**src/rtl/fp_add_aligner_if.sv**
```systemverilog
// Operand/result handshake bundle for the binary32 add/sub alignment front-end.
// The master side is the producer/consumer; the slave side is the aligner.
interface fp_add_aligner_if;
    logic [31:0] a_in;
    logic [31:0] b_in;
    logic        operator_in;
    logic        in_valid;
    logic        in_ready;
    logic        sign_out;
    logic [7:0]  exp_out;
    logic [25:0] mantis_out;
    logic        operator_out;
    logic        loss;
    logic        out_valid;
    logic        out_ready;

    modport slave (
        input  a_in, b_in, operator_in, in_valid, out_ready,
        output in_ready, sign_out, exp_out, mantis_out, operator_out, loss, out_valid
    );

    modport master (
        output a_in, b_in, operator_in, in_valid, out_ready,
        input  in_ready, sign_out, exp_out, mantis_out, operator_out, loss, out_valid
    );
endinterface

```
**src/rtl/fp_add_aligner.sv**
```systemverilog
// Binary32 add/sub front-end: unpack, order by magnitude, align the smaller
// mantissa one bit per cycle with sticky collection, then add or subtract.
module fp_add_aligner #(
    parameter int MAX_SHIFT = 26
) (
    input  logic              clk,
    input  logic              rst_n,
    fp_add_aligner_if.slave   bus
);

    localparam logic [1:0] IDLE  = 2'd0;
    localparam logic [1:0] ALIGN = 2'd1;
    localparam logic [1:0] ADD   = 2'd2;
    localparam logic [1:0] DONE  = 2'd3;

    logic [1:0]  state;
    logic [4:0]  cnt;
    logic        sticky;
    logic [25:0] m_l;
    logic [25:0] m_s;
    logic [7:0]  exp_l;
    logic        sign_l;
    logic        eff_sub;

    logic        sa, sb;
    logic [7:0]  ea, eb;
    logic [22:0] fa, fb;
    logic [25:0] ma, mb;
    logic        a_big;
    logic [7:0]  diff;
    logic [4:0]  shift;
    logic [25:0] sum;

    function automatic logic [4:0] sat_shift(input logic [7:0] d);
        if (d > 8'(MAX_SHIFT))
            return 5'(MAX_SHIFT);
        return d[4:0];
    endfunction

    // Unpack and order: a zero exponent flushes the operand's mantissa to 0.
    always_comb begin
        sa    = bus.a_in[31];
        ea    = bus.a_in[30:23];
        fa    = bus.a_in[22:0];
        sb    = bus.b_in[31];
        eb    = bus.b_in[30:23];
        fb    = bus.b_in[22:0];
        ma    = (ea != 8'd0) ? {2'b01, fa, 1'b0} : 26'd0;
        mb    = (eb != 8'd0) ? {2'b01, fb, 1'b0} : 26'd0;
        a_big = ({ea, fa} >= {eb, fb});
        diff  = a_big ? (ea - eb) : (eb - ea);
        shift = sat_shift(diff);
        sum   = eff_sub ? (m_l - m_s) : (m_l + m_s);
    end

    assign bus.in_ready  = (state == IDLE) && rst_n;
    assign bus.out_valid = (state == DONE);

    // Datapath registers carry no reset; an aborted operation is never presented.
    always_ff @(posedge clk) begin
        if (state == IDLE && bus.in_valid) begin
            m_l     <= a_big ? ma : mb;
            m_s     <= a_big ? mb : ma;
            exp_l   <= a_big ? ea : eb;
            sign_l  <= a_big ? sa : (sb ^ bus.operator_in);
            eff_sub <= sa ^ sb ^ bus.operator_in;
        end else if (state == ALIGN) begin
            m_s <= m_s >> 1;
        end
    end

    always_ff @(posedge clk) begin
        if (!rst_n) begin
            state            <= IDLE;
            cnt              <= 5'd0;
            sticky           <= 1'b0;
            bus.sign_out     <= 1'b0;
            bus.exp_out      <= 8'd0;
            bus.mantis_out   <= 26'd0;
            bus.operator_out <= 1'b0;
            bus.loss         <= 1'b0;
        end else begin
            case (state)
                IDLE: begin
                    if (bus.in_valid) begin
                        cnt    <= shift;
                        sticky <= 1'b0;
                        state  <= (shift != 5'd0) ? ALIGN : ADD;
                    end
                end
                ALIGN: begin
                    sticky <= sticky | m_s[0];
                    cnt    <= cnt - 5'd1;
                    if (cnt == 5'd1)
                        state <= ADD;
                end
                ADD: begin
                    bus.mantis_out   <= sum;
                    bus.loss         <= sticky;
                    bus.operator_out <= eff_sub;
                    bus.exp_out      <= exp_l;
                    bus.sign_out     <= (sum == 26'd0) ? 1'b0 : sign_l;
                    state            <= DONE;
                end
                default: begin
                    if (bus.out_ready)
                        state <= IDLE;
                end
            endcase
        end
    end

endmodule
```
**src/flat_wrapper.sv**
```systemverilog
// flat-port wrapper written by rule: the top's interface ports become plain ports
module fp_add_aligner_flat 
#(
    parameter int MAX_SHIFT = 26
)
  (clk, rst_n, bus_a_in, bus_b_in, bus_operator_in, bus_in_valid, bus_out_ready, bus_in_ready, bus_sign_out, bus_exp_out, bus_mantis_out, bus_operator_out, bus_loss, bus_out_valid);
  fp_add_aligner_if bus_i ();
  input  logic clk;
  input  logic rst_n;
  input wire logic [$bits(bus_i.a_in)-1:0] bus_a_in;
  input wire logic [$bits(bus_i.b_in)-1:0] bus_b_in;
  input wire logic [$bits(bus_i.operator_in)-1:0] bus_operator_in;
  input wire logic [$bits(bus_i.in_valid)-1:0] bus_in_valid;
  input wire logic [$bits(bus_i.out_ready)-1:0] bus_out_ready;
  output wire logic [$bits(bus_i.in_ready)-1:0] bus_in_ready;
  output wire logic [$bits(bus_i.sign_out)-1:0] bus_sign_out;
  output wire logic [$bits(bus_i.exp_out)-1:0] bus_exp_out;
  output wire logic [$bits(bus_i.mantis_out)-1:0] bus_mantis_out;
  output wire logic [$bits(bus_i.operator_out)-1:0] bus_operator_out;
  output wire logic [$bits(bus_i.loss)-1:0] bus_loss;
  output wire logic [$bits(bus_i.out_valid)-1:0] bus_out_valid;
  assign bus_i.a_in = bus_a_in;
  assign bus_i.b_in = bus_b_in;
  assign bus_i.operator_in = bus_operator_in;
  assign bus_i.in_valid = bus_in_valid;
  assign bus_i.out_ready = bus_out_ready;
  assign bus_in_ready = bus_i.in_ready;
  assign bus_sign_out = bus_i.sign_out;
  assign bus_exp_out = bus_i.exp_out;
  assign bus_mantis_out = bus_i.mantis_out;
  assign bus_operator_out = bus_i.operator_out;
  assign bus_loss = bus_i.loss;
  assign bus_out_valid = bus_i.out_valid;
  fp_add_aligner #(.MAX_SHIFT(MAX_SHIFT)) u_core (.clk(clk), .rst_n(rst_n), .bus(bus_i));
endmodule
```
**config.mk**
```make
export PLATFORM = sky130hd
export DESIGN_NAME = fp_add_aligner_flat
export DESIGN_NICKNAME = d
export VERILOG_FILES = /design/src/rtl/fp_add_aligner_if.sv /design/src/rtl/fp_add_aligner.sv /design/src/flat_wrapper.sv
export SDC_FILE = /design/constraint.sdc
export NUM_CORES = 1
export LEC_CHECK = 0
export CAP_MARGIN = 0
export CORE_ASPECT_RATIO = 1.1
export CORE_MARGIN = 2
export CORE_UTILIZATION = 30
export CTS_CLUSTER_DIAMETER = 120
export CTS_CLUSTER_SIZE = 20
export DETAILED_ROUTE_END_ITERATION = 10
export GPL_ROUTABILITY_DRIVEN = 0
export MAX_ROUTING_LAYER = met4
export PLACE_DENSITY = 0.57
export SLEW_MARGIN = 30
export SYNTH_ARGS = -nofsm -noshare
export SYNTH_HDL_FRONTEND = slang
export SYNTH_SLANG_ARGS = --single-unit
export TNS_END_PERCENT = 5
```
**constraint.sdc**
```tcl
create_clock -name clk -period 4.1 [get_ports clk]
set_input_delay 0.82 -clock clk [delete_from_list [all_inputs] [get_ports clk]]
set_output_delay 0.82 -clock clk [all_outputs]
set_load 0.01 [all_outputs]
```
# After elaboration in Yosys (flattened, before gate mapping)
# Index checks and enable logic that the tools add are counted.
# W data, S select, Z words.
dict set report totals {
  ff_bits 107
  out_inout_bits 39
  word_cells 65
}
dict set report op_classes {
  n_addsub 5
  magnitude_cmp 2
  n_eq_ne 6
  muxes 23
  bitwise_logic 4
  reduce_logical 12
}
# operator n
set op_table {}
lappend op_table {{$mux W26} 5}
lappend op_table {{$mux W25} 2}
lappend op_table {{$ge A31 B31 Y1} 1}
lappend op_table {{$add A26 B26 Y26} 1}
lappend op_table {{$logic_not A26 Y1} 1}
lappend op_table {{$sub A26 B26 Y26} 1}
lappend op_table {{$mux W8} 2}
lappend op_table {{$reduce_bool A8 Y1} 2}
lappend op_table {{$sub A8 B8 Y8} 2}
lappend op_table {{$mux W5} 3}
lappend op_table {{$pmux W5 S2} 1}
lappend op_table {{$gt A8 B5 Y1 const B} 1}
lappend op_table {{$mux W2} 4}
lappend op_table {{$pmux W2 S3} 1}
lappend op_table {{$eq A5 B1 Y1 const B} 1}
lappend op_table {{$reduce_bool A5 Y1} 1}
lappend op_table {{$sub A5 B1 Y5 const B} 1}
lappend op_table {{$eq A2 B2 Y1 const B} 2}
lappend op_table {{$mux W1} 4}
lappend op_table {{$ne A2 B2 Y1 const B} 2}
lappend op_table {{$reduce_bool A2 Y1} 2}
lappend op_table {{$reduce_bool A4 Y1} 1}
lappend op_table {{$reduce_and A3 Y1} 1}
lappend op_table {{$xor A1 B1 Y1} 3}
lappend op_table {{other kinds (6)} 7}

# Longest topological paths before layout
dict set report depth {
  ltp_word 9
  depth_mapped 19
}

# Worst setup path before layout
# No wires, ideal clock.
dict set report synth_timing {
  path_type {register -> register}
  start {register u_core.m_s[5]}
  end {register u_core.bus.sign_out}
  setup_ns 0.121
  arrival_ns 4.149
  required_ns 3.979
  setup_slack_ns -0.170
  stages_incl_launch_ff 18
  path_buffers 1
  cell_sequence {edfxtp_1 or3_4 or4b_4 nor3b_4 nor3b_4 a21oi_1 xnor2_1 ha_1 clkbuf_1 nand2_1 nor2_1 a221oi_1 inv_1 or3_1 a2111oi_0 nand4b_1 nor4_2 nor2b_1}
}
dict set report synth_via {
  elab_chain_len 4
  word_cells_on_any_way 5
  cone_classes {add/sub: 2; mux: 2; reduce/logical: 1}
}
# item line_no
set synth_lines {}
lappend synth_lines {{start, declared} fp_add_aligner.sv:20} ;# logic [25:0] m_s;
lappend synth_lines {{start signal, assigned} fp_add_aligner.sv:63} ;# m_s <= a_big ? mb : ma;
lappend synth_lines {{start signal, assigned} fp_add_aligner.sv:68} ;# m_s <= m_s >> 1;
lappend synth_lines {{$add A26 B26 Y26 / $sub A26 B26 Y26 (equally long branches)} fp_add_aligner.sv:53} ;# sum = eff_sub ? (m_l - m_s) : (m_l + m_s);
lappend synth_lines {{$mux W26 *} fp_add_aligner.sv:53}
lappend synth_lines {{$logic_not A26 Y1 *} fp_add_aligner.sv:102} ;# bus.sign_out <= (sum == 26'd0) ? 1'b0 : sign_l;
lappend synth_lines {{$mux W1 *} fp_add_aligner.sv:102}
lappend synth_lines {{end signal, assigned} fp_add_aligner.sv:102}
lappend synth_lines {{end, declared} fp_add_aligner_if.sv:19} ;# output in_ready, sign_out, exp_out, mantis_out, operator_out, loss, out_valid
# Mark *: on every way between the ends. The rest lies on a longest branch, timed or not.
# A chain may end at the register's enable or synchronous reset.

# Worst setup path in the final report
# Same ends and word-level chain as after synthesis.

==> impl_metrics.json <==
{
  "status": "complete, but fails checks",
  "violations": "negative setup slack",
  "hp-start": "u_core.bus.mantis_out[23]",
  "ios": 108,
  "vias_per_cell": 5.03,
  "fp.dieW_um": 160,
  "min_path_cells": 2,
  "finalCritPeriodShare": 1.05,
  "setup_viol": 2,
  "crit_path_max_fanout": 4,
  "skew_ns": 0.0169,
  "io_buffers": 107,
  "period_needed_ns": 4.31,
  "start_kind": "flip-flop",
  "cts_buffer_depth": 2,
  "synth_area_leaders": "edfxtp_1, dfxtp_1, ha_1",
  "yosysSeqAreaShare": 0.332,
  "syn_area_um2": 8050,
  "htree_levels": 3,
  "clk_latency_ns": 0.37,
  "synth_edf_count": 59,
  "core_um2": 26200,
  "reg2reg_to": "u_core.bus.sign_out",
  "clock_sinks": 104,
  "synth_most_common_cell": "nor2_1",
  "worstSetupEndpointType": "flip-flop",
  "r2r_slack_ns": -0.21,
  "grt_pass1_wl_mm": 37.4,
  "num_antenna_cells": 0,
  "post-route-util": 0.412,
  "drt-wirelength-per-cell_um": 15.8,
  "track_usage": 0.170,
  "initial_utilization": 0.307,
  "vias": 7435,
  "r2r_cells": 17,
  "postSynthCellCount": 927,
  "fmax_ghz": 0.232,
  "rsz0062_at_grt": "yes",
  "dr.pass1.iters": 5,
  "cts_tree": "built",
  "slew_viol_final": 0,
  "arrival_ns": 4.55,
  "antenna_left": 0,
  "grt_pass1_vias": 7049,
  "root_buffer": "clkbuf_16",
  "synth_common_cells": "nor2_1, a21oi_1, ha_1, inv_1, edfxtp_1",
  "grt_max_degree": 51,
  "hold_end": "u_core.bus.mantis_out[23]",
  "yosysTopAreaCellShare": 0.220,
  "grt.overflow.total": 0,
  "die_area_um2": 28200,
  "wl_mm": 23.4,
  "syn_avg_cell_area_um2": 8.68,
  "syn2layout_area_growth_pct": 34.2,
  "hold_viol_final": 0,
  "nets": 1265,
  "yosysTopAreaCell": "edfxtp_1",
  "reg2reg_from": "u_core.m_s[5]",
  "cap_violations": 0,
  "drt_iter0_markers": 446,
  "setup_tns_ns": -0.246,
  "dp_hpwl_mm": 19.0,
  "peakVddDrop_v": 0.000283,
  "power.leakage_nw": 4.32,
  "rows": 62,
  "cts.clk_slew.worst_paths_ns": 0.09,
  "powerDensity_nw_per_um2": 771,
  "synthFlopType": "edfxtp_1",
  "antenna_found_initial": 0,
  "critPathKind": "flip-flop to flip-flop",
  "synth-seq-cells": 104,
  "ys_warn_count": 0,
  "max_slew_margin": 0.359,
  "drc_errors": 0,
  "cts-hold-fix-buffers": 0,
  "cts_buffers": 9,
  "hold_class": "flip-flop to flip-flop",
  "ys_async_sr_fraction": 0,
  "syn-num-nets": 1071,
  "yosysUniqueCellTypes": 75,
  "setup_ws_ns": -0.206,
  "tightest_slew_ns": 0.953,
  "drive_gt1_frac": 0.161,
  "die_h_um": 176,
  "cp.required_ns": 4.34
}
cells in the final DEF (no fill, tap or decap), types with 4 or more instances in the layout:
cell and count:
nor3_1 19, and2_1 8, nand2_1 55, o31a_1 4, or3_1 10, o21ai_0 44, o21a_1 6, a22o_1 24
a22oi_1 18, nor2b_1 7, nand4_1 9, a21oi_1 71, a211oi_1 12, a21oi_2 6, nor2_1 81, nand3b_1 7
mux2i_1 32, buf_4 121, a221oi_1 6, and3_1 4, a21o_1 10, o21ai_1 18, ha_1 71, nor4_1 13
edfxtp_1 59, or2_2 4, dfxtp_1 45, o21bai_1 4, nand3_1 18, clkbuf_16 9, xor2_1 6, o211ai_1 8
nand2b_1 10, xnor2_1 35, a31oi_1 8, inv_1 69, clkdlybuf4s50_1 107
layout make-up:
type / instances / area [um^2]
fill: 2693 / 15400
tap: 352 / 440
timing repair buffer: 230 / 2020
multi-input combinational: 706 / 5090
sequential: 104 / 2670
inverter: 70 / 263
clock inverter: 7 / 85.1
clock buffer: 9 / 225
metrics by stage:
stage / worst slack, ns / total power, W / instance area [um^2] / std cells / hold slack (ns)
after floorplan: 0.00316 / 0.00507 / 8080 / 927 / 0.453
after global placement: -0.278 / 0.00717 / 10300 / 1459 / 0.460
after detailed placement: -0.312 / 0.00722 / 10400 / 1459 / 0.464
after CTS: -0.246 / 0.00826 / 10700 / 1478 / 0.479
after global routing: -0.427 / 0.00904 / 10800 / 1478 / 0.500
final: -0.206 / 0.00832 / 10800 / 1478 / 0.475
worst max-delay path, cell delays in order, from the launching register on:
cell and delay [ns]:
edfxtp_1 0.38, or3_4 0.40, or4b_4 0.53, nor3b_4 0.28, nor3b_4 0.26, buf_4 0.14, a21oi_1 0.07, xnor2_1 0.15
ha_1 0.29, or2_2 0.31, a31oi_4 0.16, nand3b_1 0.15, a21oi_1 0.06, or3_1 0.41, a32oi_2 0.17, nand4b_1 0.12
nor4_2 0.24, nor2b_1 0.07
flip-flops by register name, indices dropped and copies added (netlist names):
signal	flops
u_core.bus.exp_out	8
u_core.bus.loss	1
u_core.bus.mantis_out	26
u_core.bus.operator_out	1
u_core.bus.sign_out	1
u_core.cnt	5
u_core.eff_sub	1
u_core.exp_l	8
u_core.m_l	24
u_core.m_s	25
u_core.sign_l	1
u_core.state	2
u_core.sticky	1
logic make-up after synthesis:
logic type               after synthesis  synth area share
flip-flops                           104             0.332
AND/OR/NAND/NOR                      272             0.173
AO/OA/AOI/OAI                        284             0.233
XOR/XNOR                              41            0.0446
buffers and inverters                117            0.0550
adder cells (fa/ha/maj)               75             0.119
multiplexers                          34            0.0426
how the worst max path moves through the flow:
stage	to	start	slack (ns)
6_report	u_core.bus.sign_out	u_core.m_s[5]	-0.21
5_1_grt	u_core.bus.sign_out	u_core.m_s[5]	-0.43
4_1_cts	u_core.bus.sign_out	u_core.m_s[5]	-0.25
3_5_place_dp	u_core.bus.sign_out	u_core.m_s[5]	-0.31
3_3_place_gp	u_core.bus.sign_out	u_core.m_s[5]	-0.28
2_1_floorplan	u_core.bus.sign_out	u_core.m_s[5]	0.003
timing repair:
| item | in CTS | in global routing |
|---|---|---|
| pin swaps | 5 | 1 |
| endpoints found under the setup margin | 3 | 10 |
| gates resized for setup | 6 | 14 |
| setup buffers | 3 | 0 |
report_power, final:
| group | internal (W) | total, W | switching [W] |
|---|---|---|---|
| Clock | 0.000488 | 0.000921 | 0.000433 |
| Sequential | 0.00155 | 0.00180 | 0.000256 |
| Combinational | 0.00269 | 0.00560 | 0.00291 |
| Total | 0.00472 | 0.00832 | 0.00360 |
routing by layer:
| layer | track usage | share of wire | up-vias |
|---|---|---|---|
| li1 | - | - | 3823 |
| met3 | 0.0182 | 0.028 | 32 |
| met4 | 0.0567 | 0.025 | 0 |
| met1 | 0.242 | 0.51 | 3410 |
| met2 | 0.253 | 0.43 | 170 |
| met5 | - | 0 | - |
No activity file was read; power rests on OpenSTA's default activity.
